==> src/rtl/lsq_issue_unit.sv <==
// lsq_issue_unit: issues pipeline memory ops to the LSQ and returns load data in order,
// tagged with the destination register, plus drain handshake, watchdog and sticky errors.
module lsq_issue_unit #(
    parameter int WIDTH = 32,
    parameter int TAG_BITS = 5,
    parameter int MAX_OUT = 8,
    parameter int TIMEOUT = 64
) (
    input  logic                         clk,
    input  logic                         rst,
    input  logic                         in_valid,
    output logic                         in_ready,
    input  logic                         in_is_store,
    input  logic [WIDTH-1:0]             in_addr,
    input  logic [WIDTH-1:0]             in_data,
    input  logic [TAG_BITS-1:0]          in_tag,
    output logic                         lsq_req_valid,
    output logic [3:0]                   lsq_opcode,
    output logic [WIDTH-1:0]             lsq_addr,
    output logic [WIDTH-1:0]             lsq_data,
    input  logic                         lsq_store_full,
    input  logic                         lsq_load_full,
    input  logic                         lsq_load_valid,
    input  logic [WIDTH-1:0]             lsq_data_out,
    output logic                         wb_valid,
    output logic [TAG_BITS-1:0]          wb_tag,
    output logic [WIDTH-1:0]             wb_data,
    input  logic                         drain_req,
    output logic                         drain_done,
    output logic [$clog2(MAX_OUT+1)-1:0] outstanding,
    output logic                         err_timeout,
    output logic                         err_spurious
);
    localparam int CNT_BITS = $clog2(MAX_OUT + 1);
    localparam int PTR_BITS = $clog2(MAX_OUT);
    localparam int WD_BITS = $clog2(TIMEOUT + 1);

    typedef enum logic [1:0] {RUN, DRAIN, DONE} state_t;

    state_t state, state_next;
    logic [TAG_BITS-1:0] tags [MAX_OUT];
    logic [PTR_BITS-1:0] wr_ptr, rd_ptr;
    logic [CNT_BITS-1:0] count, count_next;
    logic [WD_BITS-1:0] wd;
    logic push, pop;

    // in_ready is forced low during reset so nothing is issued while state is being cleared
    assign in_ready = !rst && state == RUN &&
                      (in_is_store ? !lsq_store_full : (!lsq_load_full && count < CNT_BITS'(MAX_OUT)));
    assign lsq_req_valid = in_valid && in_ready;
    assign lsq_opcode = lsq_req_valid ? {3'b000, in_is_store} : 4'b0000;
    assign lsq_addr = lsq_req_valid ? in_addr : '0;
    assign lsq_data = (lsq_req_valid && in_is_store) ? in_data : '0;
    assign push = lsq_req_valid && !in_is_store;
    assign pop = lsq_load_valid && count != '0;
    assign count_next = count + CNT_BITS'(push) - CNT_BITS'(pop);
    assign outstanding = count;

    always_comb begin
        state_next = state;
        drain_done = state == DONE;
        if (state == RUN && drain_req) state_next = DRAIN;
        else if (state == DRAIN && count_next == '0) state_next = DONE;
        else if (state == DONE && !drain_req) state_next = RUN;
    end

    always_ff @(posedge clk) begin
        if (push) tags[wr_ptr] <= in_tag;
    end

    always_ff @(posedge clk) begin
        if (rst) begin
            state <= RUN;
            wr_ptr <= '0;
            rd_ptr <= '0;
            count <= '0;
            wd <= '0;
            wb_valid <= 1'b0;
            wb_tag <= '0;
            wb_data <= '0;
            err_timeout <= 1'b0;
            err_spurious <= 1'b0;
        end else begin
            state <= state_next;
            count <= count_next;
            wb_valid <= pop;
            if (push) wr_ptr <= wr_ptr + 1'b1;
            if (pop) begin
                rd_ptr <= rd_ptr + 1'b1;
                wb_tag <= tags[rd_ptr];
                wb_data <= lsq_data_out;
            end
            if (lsq_load_valid && count == '0) err_spurious <= 1'b1;
            // err_timeout rises on the same edge the watchdog reaches TIMEOUT
            if (count == '0 || lsq_load_valid) wd <= '0;
            else if (wd != WD_BITS'(TIMEOUT)) wd <= wd + 1'b1;
            if (count != '0 && !lsq_load_valid && wd == WD_BITS'(TIMEOUT - 1)) err_timeout <= 1'b1;
        end
    end
endmodule

==> config.mk <==
export PLATFORM = sky130hd
export DESIGN_NAME = lsq_issue_unit
export DESIGN_NICKNAME = d
export VERILOG_FILES = /design/src/rtl/lsq_issue_unit.sv
export SDC_FILE = /design/constraint.sdc
export NUM_CORES = 1
export LEC_CHECK = 0
export CORE_ASPECT_RATIO = 0.7
export CORE_MARGIN = 5
export CORE_UTILIZATION = 36
export DETAILED_ROUTE_END_ITERATION = 16
export PLACE_DENSITY = 0.76
export SKIP_LAST_GASP = 1
export SLEW_MARGIN = 20
export SYNTH_ARGS = -nofsm -noshare
export SYNTH_HDL_FRONTEND = slang
export SYNTH_SLANG_ARGS = --single-unit
==> constraint.sdc <==
create_clock -name clk -period 3.1 [get_ports clk]
set_clock_uncertainty 0.1 [all_clocks]
set_input_delay 0.31 -clock clk [delete_from_list [all_inputs] [get_ports clk]]
set_output_delay 0.31 -clock clk [all_outputs]
set_load 0.005 [all_outputs]
==> key figures <==
Logic synthesis
  – Unique masters post-synth: 42
  – Synth area leaders: edfxtp_1 (27%), dfxtp_1 (27%), and2_1 (9.1%)
  – Avg Cell Area, Syn: 9.936 um2
  – Register area share after synthesis: 0.5412
  – Synth Instances: around 440
  – Top_reg_cell synth: dfxtp_1
  – Synth warnings: 0
  – Synth top area share: 0.2729
  – Mapped cell area: ~4400 um2
  – Post-synthesis async set-or-reset flop share: 0
  – Synthesis-stage register bit count: 99
  – EDFF count, synth: 40
  – Cell taking the most area after synthesis: edfxtp_1

CTS
  – CTS Buf Count: 9
  – Clock Path Buffers: 2
  – Clk_lat worst skew: around 0.33 ns
  – CTS Root Cell: clkbuf_16
  – H-tree level count: 3
  – CTS tree: yes
  – Clk sink count: 99
  – Clock-pin slew on the worst setup and hold paths: ~0.06 ns
  – Post-CTS Setup Bufs: 0

Placement
  – Final GP Congestion: 0.8754
  – Cells after DPL: 813
  – Post-detail-place hpwl: 9780 um
  – Area of placed instances: 6820 um2
  – PortBufs: 220

Global route
  – First-pass GRT wire length: 19,280 um
  – Grt ovf: 0
  – Global-route usage over all layers: 0.1661
  – Pin count of the biggest net entering global routing: 55
  – Initial antenna violation count: 0
  – Number of global-route vias before repair: around 3,900

Detailed routing
  – Wire per inst: 14.94 um
  – Detailed Route WL: roughly 12,000 um
  – Drt via density: approximately 4.7
  – Via count: a little under 4,000
  – Router iterations before antenna repair: 4
  – Final ANT Viol Nets: 0
  – DRC: 0
  – Initial DRC count: 144

Pwr
  – VDD IR-drop max: 317.3 uV
  – P_leak: 2.545 nW
  – PD cells: 574.1 nW/um2

Timing
  – Tcrit/Tclk final: 1.009
  – Worst slew margin: 0.6317
  – Max-slew violations: 0
  – Fin. Hold Viols: 0
  – Final setup fails: 1
  – Post-layout minimum cycle time: 3.127 ns
  – Final worst setup slack: -0.02656 ns
  – Max Clk Rate: 319.8 MHz
  – Tightest Pin Transition: 0.5524 ns
  – RSZ-0062 raised after global routing: yes

Critical path
  – CP Data Required Time: roughly 3.3 ns
  – Critical path peak fanout: 2
  – Crit. End Element: flip-flop
  – Crit start category: input pin
  – CP arrival: 3.29 ns
  – CP Class: in2reg

Finish
  – Fin cells: 829
  – Area delta synth->final: 61.63%
  – Nets: 786
  – Share of cells above drive strength 1: 0.06696
  – ANT cells: 0
  – Design area: a little over 7000 um2
  – Final core occ: 0.6004

Min path
  – Hold WC Path Type: reg2reg

Floorplanning
  – Die ar.: between 10,000 and 15,000 um2
  – Std-Cell Rows: 33
  – Chip height: 102.5 um
  – Initial Util: 0.3714
  – Core outline area: 11,850 um2
  – Die X: between 100 and 150 um
  – Ports: 224

Outcome
  – Status: finished, violations left
  – Failing checks: setup timing

Flow run
  – Max-cap violations: 0
==> path summary, 6_finish.rpt <==
| path | start | endpoint | slack, ns | cells after the start |
|---|---|---|---|---|
| setup / recovery | in_valid | state[1] | -0.03 | 13 |
| hold / removal | wb_data[11] | wb_data[11] | 0.36 | 2 |
| setup reg to reg | state[1] | state[1] | 0 | 12 |
| hold reg to reg | wb_data[11] | wb_data[11] | 0.36 | 2 |
==> registers in the layout (all words and copies together) (netlist names) <==
register,cells
wr_ptr,3
tags,40
state,2
wb_tag,5
wb_data,32
wb_valid,1
rd_ptr,3
err_timeout,1
err_spurious,1
outstanding,4
wd,7
==> worst max-delay path, cell delays in order <==
cell	delay, ns
clkdlybuf4s50_1	0.46
or4b_4	0.48
nor3_4	0.15
inv_1	0.06
ha_1	0.29
inv_1	0.06
ha_1	0.16
inv_1	0.06
fa_1	0.49
nor2b_2	0.15
nand4_1	0.11
or3_1	0.38
a21oi_1	0.12
==> per-layer routing <==
layer	wire [um]	up-vias	GRT usage
li1	-	1934	-
met1	5449	1802	0.2085
met4	110	0	0.02802
met3	896	12	0.04961
met5	0	-	0
met2	5931	134	0.2907
==> through the flow <==
stage               hold WS [ns]  total power [mW]  worst slack (ns)  setup TNS (ns)
floorplan                 0.3089             2.375          0.003587               0
global placement          0.3420             3.021           -0.2610         -0.3744
detailed placement        0.3494             3.072           -0.4150         -0.6583
CTS                       0.3586             4.146          -0.03145        -0.03145
global route              0.3820             4.347           -0.1324         -0.1324
finish                    0.3550             4.084          -0.02656        -0.02656
==> synth_stat cells (all sizes together), types with 2 or more instances <==
library cell / number
edfxtp: 40
and2: 64
nor2: 22
nand3: 4
mux2i: 23
a21oi: 43
nand3b: 2
nand2b: 5
ha: 9
o21ai: 7
buf: 15
inv: 12
or3: 4
xor2: 4
o21ba: 2
xnor2: 5
clkbuf: 12
dfxtp: 59
nor2b: 2
nor3: 4
nor3b: 5
o22ai: 11
nand2: 78
==> power by group <==
group / internal, mW / switching (mW)
registers: 1.51 / 0.101
logic: 0.778 / 0.642
clock network: 0.614 / 0.437
total: 2.90 / 1.18
==> cell usage in the layout (no fill, tap or decap), drive strengths merged <==
master / count
fa: 1
nand3b: 2
nor4b: 1
a211oi: 1
nand2b: 5
clkinv: 1
a2111oi: 1
a21oi: 43
buf: 19
nor2: 22
or3: 4
nor4: 1
nand3: 4
nor2b: 2
or4b: 1
conb: 3
clkdlybuf4s50: 219
clkinvlp: 2
xor2: 4
o21ba: 2
and4bb: 1
or3b: 1
edfxtp: 40
inv: 12
nor3b: 5
o22ai: 11
nor3: 4
ha: 9
nand2: 78
xnor2: 5
nand4: 1
mux2i: 23
and2: 64
clkbuf: 13
o21ai: 7
dfxtp: 59
or2: 1
==> cell families after synthesis <==
| logic type | count (synthesis) | share of synthesized area |
|---|---|---|
| xor gates and xnor gates | 9 | 0.01791 |
| buffers and inverters | 39 | 0.04378 |
| and+or+nand+nor | 197 | 0.2322 |
| other | 1 | 0.0008519 |
| DFF | 99 | 0.5412 |
| AOI/OAI and AO/OA | 65 | 0.08158 |
| muxes | 23 | 0.05230 |
| adders and majority gates | 10 | 0.03013 |
==> timing repair <==
action,4_1_cts,5_1_grt
endpoints found under the setup margin,1,1
hold buffers,0,0
gates resized for setup,1,0
gates cloned,0,0
==> area by class of cell <==
type	instances	area, um2
timing repair buffer	238	2357
sequential	99	2382
inverter	12	45.04
multi-input combinational	307	1842
fill	981	4736
clock buffer	13	271.5
tap	157	196.4
clock inverter	3	20.02
Note: power is estimated with default switching activity, not from simulation.
